==> src/rtl/cv32e40p_tmr_fault_ctrl_if.sv <==
// Fault-manager handshake bundle: vote mismatch flags in,
// resync request, stall and fault status out.
interface cv32e40p_tmr_fault_ctrl_if #(
  parameter int CNT_WIDTH = 8
);
  logic                 mismatch_valid_i;
  logic [2:0]           mismatch_i;
  logic                 resync_ack_i;
  logic                 resync_req_o;
  logic [1:0]           resync_id_o;
  logic                 stall_o;
  logic [2:0]           replica_disable_o;
  logic                 fatal_o;
  logic [CNT_WIDTH-1:0] fault_count_o;

  modport slave (
    input  mismatch_valid_i,
    input  mismatch_i,
    input  resync_ack_i,
    output resync_req_o,
    output resync_id_o,
    output stall_o,
    output replica_disable_o,
    output fatal_o,
    output fault_count_o
  );

  modport master (
    output mismatch_valid_i,
    output mismatch_i,
    output resync_ack_i,
    input  resync_req_o,
    input  resync_id_o,
    input  stall_o,
    input  replica_disable_o,
    input  fatal_o,
    input  fault_count_o
  );
endinterface

==> src/rtl/cv32e40p_tmr_fault_ctrl.sv <==
// TMR fault manager: scores, resync sequencing, disable, fatal.
// Score decay is compiled in with CV32E40P_TMR_SCORE_DECAY_EN.
module cv32e40p_tmr_fault_ctrl #(
  parameter int CNT_WIDTH    = 8,
  parameter int THRESHOLD    = 4,
  parameter int DECAY_CYCLES = 1024
) (
  input logic clk,
  input logic rst_n,
  cv32e40p_tmr_fault_ctrl_if.slave bus
);

  typedef enum logic [1:0] {
    NORMAL,
    RESYNC,
    DEGRADED,
    FATAL
  } state_e;

  localparam logic [3:0] SCORE_MAX = 4'(THRESHOLD);

  state_e               state_q, state_d;
  logic [3:0]           score_q [3];
  logic [3:0]           score_d [3];
  logic [2:0]           dis_q, dis_d;
  logic [1:0]           id_q, id_d;
  logic [CNT_WIDTH-1:0] cnt_q, cnt_d;
  logic                 req_q, stall_q, fatal_q;
  logic [2:0]           ev, ev_oth;
  logic                 multi;
  logic                 decay_tick;
  logic [1:0]           k_sel;

  assign ev = bus.mismatch_valid_i ?
              (bus.mismatch_i & ~dis_q) : 3'b000;
  assign multi = (ev[0] & ev[1]) |
                 (ev[0] & ev[2]) |
                 (ev[1] & ev[2]);
  assign ev_oth = ev & ~(3'b001 << id_q);

`ifdef CV32E40P_TMR_SCORE_DECAY_EN
  localparam int DW =
    (DECAY_CYCLES > 1) ? $clog2(DECAY_CYCLES) : 1;
  logic [DW-1:0] dcnt_q;

  assign decay_tick = (state_q == NORMAL) &&
                      (ev == 3'b000) &&
                      (dcnt_q == DW'(DECAY_CYCLES - 1));

  always_ff @(posedge clk or negedge rst_n) begin
    if (!rst_n) begin
      dcnt_q <= '0;
    end else if (state_q != NORMAL || ev != 3'b000
                 || decay_tick) begin
      dcnt_q <= '0;
    end else begin
      dcnt_q <= dcnt_q + DW'(1);
    end
  end
`else
  assign decay_tick = 1'b0 & (DECAY_CYCLES > 0);
`endif

  always_comb begin
    state_d = state_q;
    score_d = score_q;
    dis_d   = dis_q;
    id_d    = id_q;
    cnt_d   = cnt_q;
    k_sel   = 2'd0;
    for (int k = 0; k < 3; k++) begin
      if (decay_tick && score_q[k] != 4'd0)
        score_d[k] = score_q[k] - 4'd1;
    end
    unique case (state_q)
      NORMAL: begin
        if (multi) begin
          state_d = FATAL;
        end else if (ev != 3'b000) begin
          unique case (1'b1)
            ev[0]:   k_sel = 2'd0;
            ev[1]:   k_sel = 2'd1;
            ev[2]:   k_sel = 2'd2;
            default: k_sel = 2'd0;
          endcase
          score_d[k_sel] = score_q[k_sel] + 4'd1;
          if (cnt_q != '1)
            cnt_d = cnt_q + CNT_WIDTH'(1);
          if (score_d[k_sel] == SCORE_MAX) begin
            dis_d[k_sel] = 1'b1;
            state_d      = DEGRADED;
          end else begin
            id_d    = k_sel;
            state_d = RESYNC;
          end
        end
      end
      // the replica being resynced is known bad; ignore it
      RESYNC: begin
        if (ev_oth != 3'b000)
          state_d = FATAL;
        else if (bus.resync_ack_i)
          state_d = NORMAL;
      end
      DEGRADED: begin
        if (ev != 3'b000)
          state_d = FATAL;
      end
      FATAL: ;
    endcase
  end

  always_ff @(posedge clk or negedge rst_n) begin
    if (!rst_n) begin
      state_q <= NORMAL;
      score_q <= '{default: 4'd0};
      dis_q   <= 3'b000;
      id_q    <= 2'd0;
      cnt_q   <= '0;
      req_q   <= 1'b0;
      stall_q <= 1'b0;
      fatal_q <= 1'b0;
    end else begin
      state_q <= state_d;
      score_q <= score_d;
      dis_q   <= dis_d;
      id_q    <= id_d;
      cnt_q   <= cnt_d;
      req_q   <= (state_d == RESYNC);
      stall_q <= (state_d == RESYNC) ||
                 (state_d == FATAL);
      fatal_q <= (state_d == FATAL);
    end
  end

  assign bus.resync_req_o      = req_q;
  assign bus.resync_id_o       = id_q;
  assign bus.stall_o           = stall_q;
  assign bus.replica_disable_o = dis_q;
  assign bus.fatal_o           = fatal_q;
  assign bus.fault_count_o     = cnt_q;

endmodule

==> src/flat_wrapper.sv <==
// flat-port wrapper written by rule: the top's interface ports become plain ports
module cv32e40p_tmr_fault_ctrl_flat 
#(
  parameter int CNT_WIDTH    = 8,
  parameter int THRESHOLD    = 4,
  parameter int DECAY_CYCLES = 1024
)
  (clk, rst_n, bus_mismatch_valid_i, bus_mismatch_i, bus_resync_ack_i, bus_resync_req_o, bus_resync_id_o, bus_stall_o, bus_replica_disable_o, bus_fatal_o, bus_fault_count_o);
  cv32e40p_tmr_fault_ctrl_if #(.CNT_WIDTH(CNT_WIDTH)) bus_i ();
  input logic clk;
  input logic rst_n;
  input wire logic [$bits(bus_i.mismatch_valid_i)-1:0] bus_mismatch_valid_i;
  input wire logic [$bits(bus_i.mismatch_i)-1:0] bus_mismatch_i;
  input wire logic [$bits(bus_i.resync_ack_i)-1:0] bus_resync_ack_i;
  output wire logic [$bits(bus_i.resync_req_o)-1:0] bus_resync_req_o;
  output wire logic [$bits(bus_i.resync_id_o)-1:0] bus_resync_id_o;
  output wire logic [$bits(bus_i.stall_o)-1:0] bus_stall_o;
  output wire logic [$bits(bus_i.replica_disable_o)-1:0] bus_replica_disable_o;
  output wire logic [$bits(bus_i.fatal_o)-1:0] bus_fatal_o;
  output wire logic [$bits(bus_i.fault_count_o)-1:0] bus_fault_count_o;
  assign bus_i.mismatch_valid_i = bus_mismatch_valid_i;
  assign bus_i.mismatch_i = bus_mismatch_i;
  assign bus_i.resync_ack_i = bus_resync_ack_i;
  assign bus_resync_req_o = bus_i.resync_req_o;
  assign bus_resync_id_o = bus_i.resync_id_o;
  assign bus_stall_o = bus_i.stall_o;
  assign bus_replica_disable_o = bus_i.replica_disable_o;
  assign bus_fatal_o = bus_i.fatal_o;
  assign bus_fault_count_o = bus_i.fault_count_o;
  cv32e40p_tmr_fault_ctrl #(.CNT_WIDTH(CNT_WIDTH), .THRESHOLD(THRESHOLD), .DECAY_CYCLES(DECAY_CYCLES)) u_core (.clk(clk), .rst_n(rst_n), .bus(bus_i));
endmodule
==> config.mk <==
export PLATFORM = sky130hd
export DESIGN_NAME = cv32e40p_tmr_fault_ctrl_flat
export DESIGN_NICKNAME = d
export VERILOG_FILES = /design/src/rtl/cv32e40p_tmr_fault_ctrl_if.sv /design/src/rtl/cv32e40p_tmr_fault_ctrl.sv /design/src/flat_wrapper.sv
export SDC_FILE = /design/constraint.sdc
export NUM_CORES = 1
export LEC_CHECK = 0
export CORE_MARGIN = 3
export CORE_UTILIZATION = 48
export CTS_CLUSTER_SIZE = 10
export DETAILED_ROUTE_END_ITERATION = 6
export GPL_ROUTABILITY_DRIVEN = 0
export PLACE_DENSITY = 0.71
export REMOVE_ABC_BUFFERS = 1
export SLEW_MARGIN = 20
export SYNTH_ARGS = -nofsm -noshare
export SYNTH_HDL_FRONTEND = slang
export SYNTH_SLANG_ARGS = --single-unit
==> constraint.sdc <==
create_clock -name clk -period 2.1 [get_ports clk]
set_input_delay 0.525 -clock clk [delete_from_list [all_inputs] [get_ports clk]]
set_output_delay 0.525 -clock clk [all_outputs]
set_load 0.005 [all_outputs]
==> results.md <==
* Top delay family on crit path: compound AO/OA/AOI/OAI gates
* Clock Latency Late Sink at 340 ps
* WP data required at 2320 ps
* First-pass GRT wire length at 7.00 mm
* Post-synth top cells: 29 x dfrtp_1, 12 x nand2_1, 10 x mux2_2, 9 x a21oi_1, 8 x xnor2_1
* Complex-gate fraction of the synthesized area at 16.9%
* Post-synthesis average cell area at 10.9 um^2
* CP peak stage delay at 400 ps
* Final Hold Viols at 0
* Die Y at 62.5 um
* Logic pwr share at 39.5%
* Post-synthesis mux area share at 8.00%
* Worst Hold Class: reg -> reg
* Vias at 1,413
* Total GRT Usage at 22.7%
* Final Net Count at 217
* CTS clk-pin slew, worst paths at 100 ps
* Beginning of the worst hold path: u_core.score_q[1]$_DFFE_PN0P_
* Std cell rows at 19
* CP arrival at 2460 ps
* Worst Setup End Kind: register
* Hold-fix buffers, CTS at 0
* Initial Util at 52.8%
* Yosys warning count at 0
* Final min period at 2240 ps
* Setup WS post-layout at -139 ps
* GRT met2 Usage at 37.0%
* Core ar. at 2900 um^2
* CP Max Fanout at 5
* M3 GR Usage at 7.19%
* Post-synth ARST share at 100%
* Power Internal at 1.18 mW
* Crit start category: register
* Remaining global-route overflow at 0
* Dpl ws at -892 ps
* Xor/xnor cell area share of the yosys netlist at 5.71%
* Root Buffer: clkbuf_4
* CTS tree: built
* Largest net degree at the start of global routing at 30
* Largest family of logic cells by synthesized area: simple AND/OR/NAND/NOR gates
* Status: finished with violations
* Critical Path Slowest Stage Cell: dfrtp_1
* Final clock skew at 9.68 ps
* Worst setup path start: u_core.bus.replica_disable_o[2]$_DFFE_PN0P_
* CP bufs+invs at 1
* FF-to-FF Start: u_core.bus.replica_disable_o[2]$_DFFE_PN0P_
* Worst-Margin Slew at 434 ps
* H-tree level count at 2
* Clock share of power at 18.1%
* FMAX at 447 MHz
* Cell accounting for the most synthesized area: dfrtp_1
* P_sw at 0.614 mW
* Clk buf depth at 2
* Peak VDD IR at 0.874 mV
* Ant diodes at 0
* Synth-to-Final Area Change at 50.4%
* Clock Sinks at 29
* Fraction of power spent switching nets at 34.2%
* Power Density at 779 nW/um^2
* Post-synthesis adder-cell area fraction at 2.29%
* Post-synth EDFFs at 0
* DPL Wire Length at 2.73 mm
* Failing checks: negative setup slack
* Post-synthesis cell count at 141
* Post-route cell area at 2310 um^2
* CP cell instances: and3b_2 -> nand2_2 -> a31oi_4 -> ha_4 -> a311oi_4 -> a31oi_4 -> a211oi_2 -> buf_4 -> a21oi_1
* WL per Instance at 16.3 um
* Worst hold slack at 509 ps
* Max-slew violation count at 0
* MaxCap Viol Count at 0
* Mapped Area at 1530 um^2
* Filler instances at 184
* Max_slew headroom at 70.9%
* Placed Area at 2010 um^2
* Yosys reg bits at 29
* Num CTS Buffers at 5
* Post-Route Utilization at 79.5%
* Met1 GRT Util at 27.9%
* Drt first-iter violations at 123
* Num ports at 23
* Routed wire length at 4.09 mm
* Initial antenna violation count at 0
* Setup violators final at 14
* Die ar. at 3910 um^2
* Tcrit/Tclk final at 107%
* Main synth FF type: dfrtp_1
* Synth cell types at 42
* Vias/cell at 5.63
* Layout cells sized above 1 at 41.1%
* Top-area cell type share of the netlist area at 47.3%
* Routed Antenna Nets at 0
* P_leak at 1.06 nW
* Seq pwr share at 42.4%
* Crit path kind: reg -> reg
* Vias in the first global route at 1,419
* Largest cells by area after synthesis: dfrtp_1 47%, mux2_2 7.3%, xnor2_1 4.6%, a21oi_1 2.9%, nand2_1 2.9%
* Worst path most repeated cell: a31oi_4
* Unrepaired setup endpoints after global routing: true
* Grt peak-use layer: met2
* Drt pass-1 iters at 4
* Die Wd at 62.5 um
* Residual DRC at 0
* Post-Synth Simple-Gate Area at 17.0%
* Sequential share of the synthesized area at 47.3%
* Most frequent cell after synthesis: dfrtp_1
* IO Port Bufs at 22
[stage by stage]
stage | instances | power, mW | TNS (ps)
after floorplan | 137 | 1.02 | -2710
after CTS | 250 | 1.77 | -598
after global routing | 251 | 1.90 | -2660
after global placement | 232 | 1.26 | -18510
after detailed placement | 232 | 1.28 | -20200
final | 251 | 1.80 | -1090
[power groups by stage]
stage	clock [mW]	combinational, mW	sequential (mW)
floorplan	0	0.280	0.738
global placement	0	0.504	0.757
detailed placement	0	0.524	0.760
CTS	0.328	0.682	0.757
global route	0.356	0.765	0.778
finish	0.325	0.711	0.762
[state kept, by name, indices dropped and copies added (netlist names)]
name and count:
u_core.bus.resync_id_o 2, u_core.bus.resync_req_o 1, u_core.bus.fault_count_o 8, u_core.bus.fatal_o 1, u_core.score_q 12, u_core.state_q 2, u_core.bus.replica_disable_o 3
[per-layer routing]
layer | routed length [um] | part of all wire (%) | vias to the layer above
li1 | - | - | 653
met2 | 2020 | 49 | 38
met4 | 121 | 3.0 | 0
met5 | 0 | 0 | -
met1 | 1770 | 43 | 708
met3 | 173 | 4.2 | 14
[timing repair]
item,CTS,global route
gates resized for setup,36,5
endpoints found under the setup margin,29,28
endpoints found under the hold margin,0,0
pin swaps,18,3
setup buffers,10,1
[cells by family after synthesis]
group           count (synthesis)
simple gates                   46
compound gates                 33
flops                          29
mux                            11
xor+xnor                       10
buf+inv                         9
fa+ha+maj                       3
[layout by cell type (no fill, tap or decap), drive strengths merged, types with 2 or more instances in the layout]
cell type and n:
and3b 3, and3 4, nor2 3, clkinv 2, o21ai 4, o21a 2
inv 5, nand4 4, clkbuf 6, clkdlybuf4s15 2, clkdlybuf4s50 18, a31oi 3
nand2 12, nand3b 5, buf 42, nand2b 3, xnor2 8, nand3 4
ha 2, dlygate4sd2 2, or3 2, dfrtp 29, a21oi 9, o2bb2ai 2
a211oi 2, a21o 3, mux2 10, nor3 2, xor2 2
[layout make-up]
class	instances	area, um^2	area share, %
repair buffers	64	547	23.7
clock inverters	2	10.0	0.434
multi-input cells	103	911	39.5
clock buffers	6	41.3	1.79
flip-flops and latches	29	726	31.5
inverters	5	18.8	0.814
well taps	42	52.6	2.28
[final timing paths]
kind | endpoint | slack, ps | depth (start not counted)
max in group asynchronous | u_core.score_q[8]$_DFFE_PN0P_ | 1260 | 2
worst min register to register | u_core.score_q[1]$_DFFE_PN0P_ | 510 | 1
worst min-delay path | u_core.score_q[1]$_DFFE_PN0P_ | 510 | 1
worst max-delay path | u_core.bus.resync_req_o$_DFF_PN0_ | -140 | 9
worst max register to register | u_core.bus.resync_req_o$_DFF_PN0_ | -140 | 9
min in group asynchronous | u_core.score_q[4]$_DFFE_PN0P_ | 560 | 2
(Power assumes the default switching activity.)
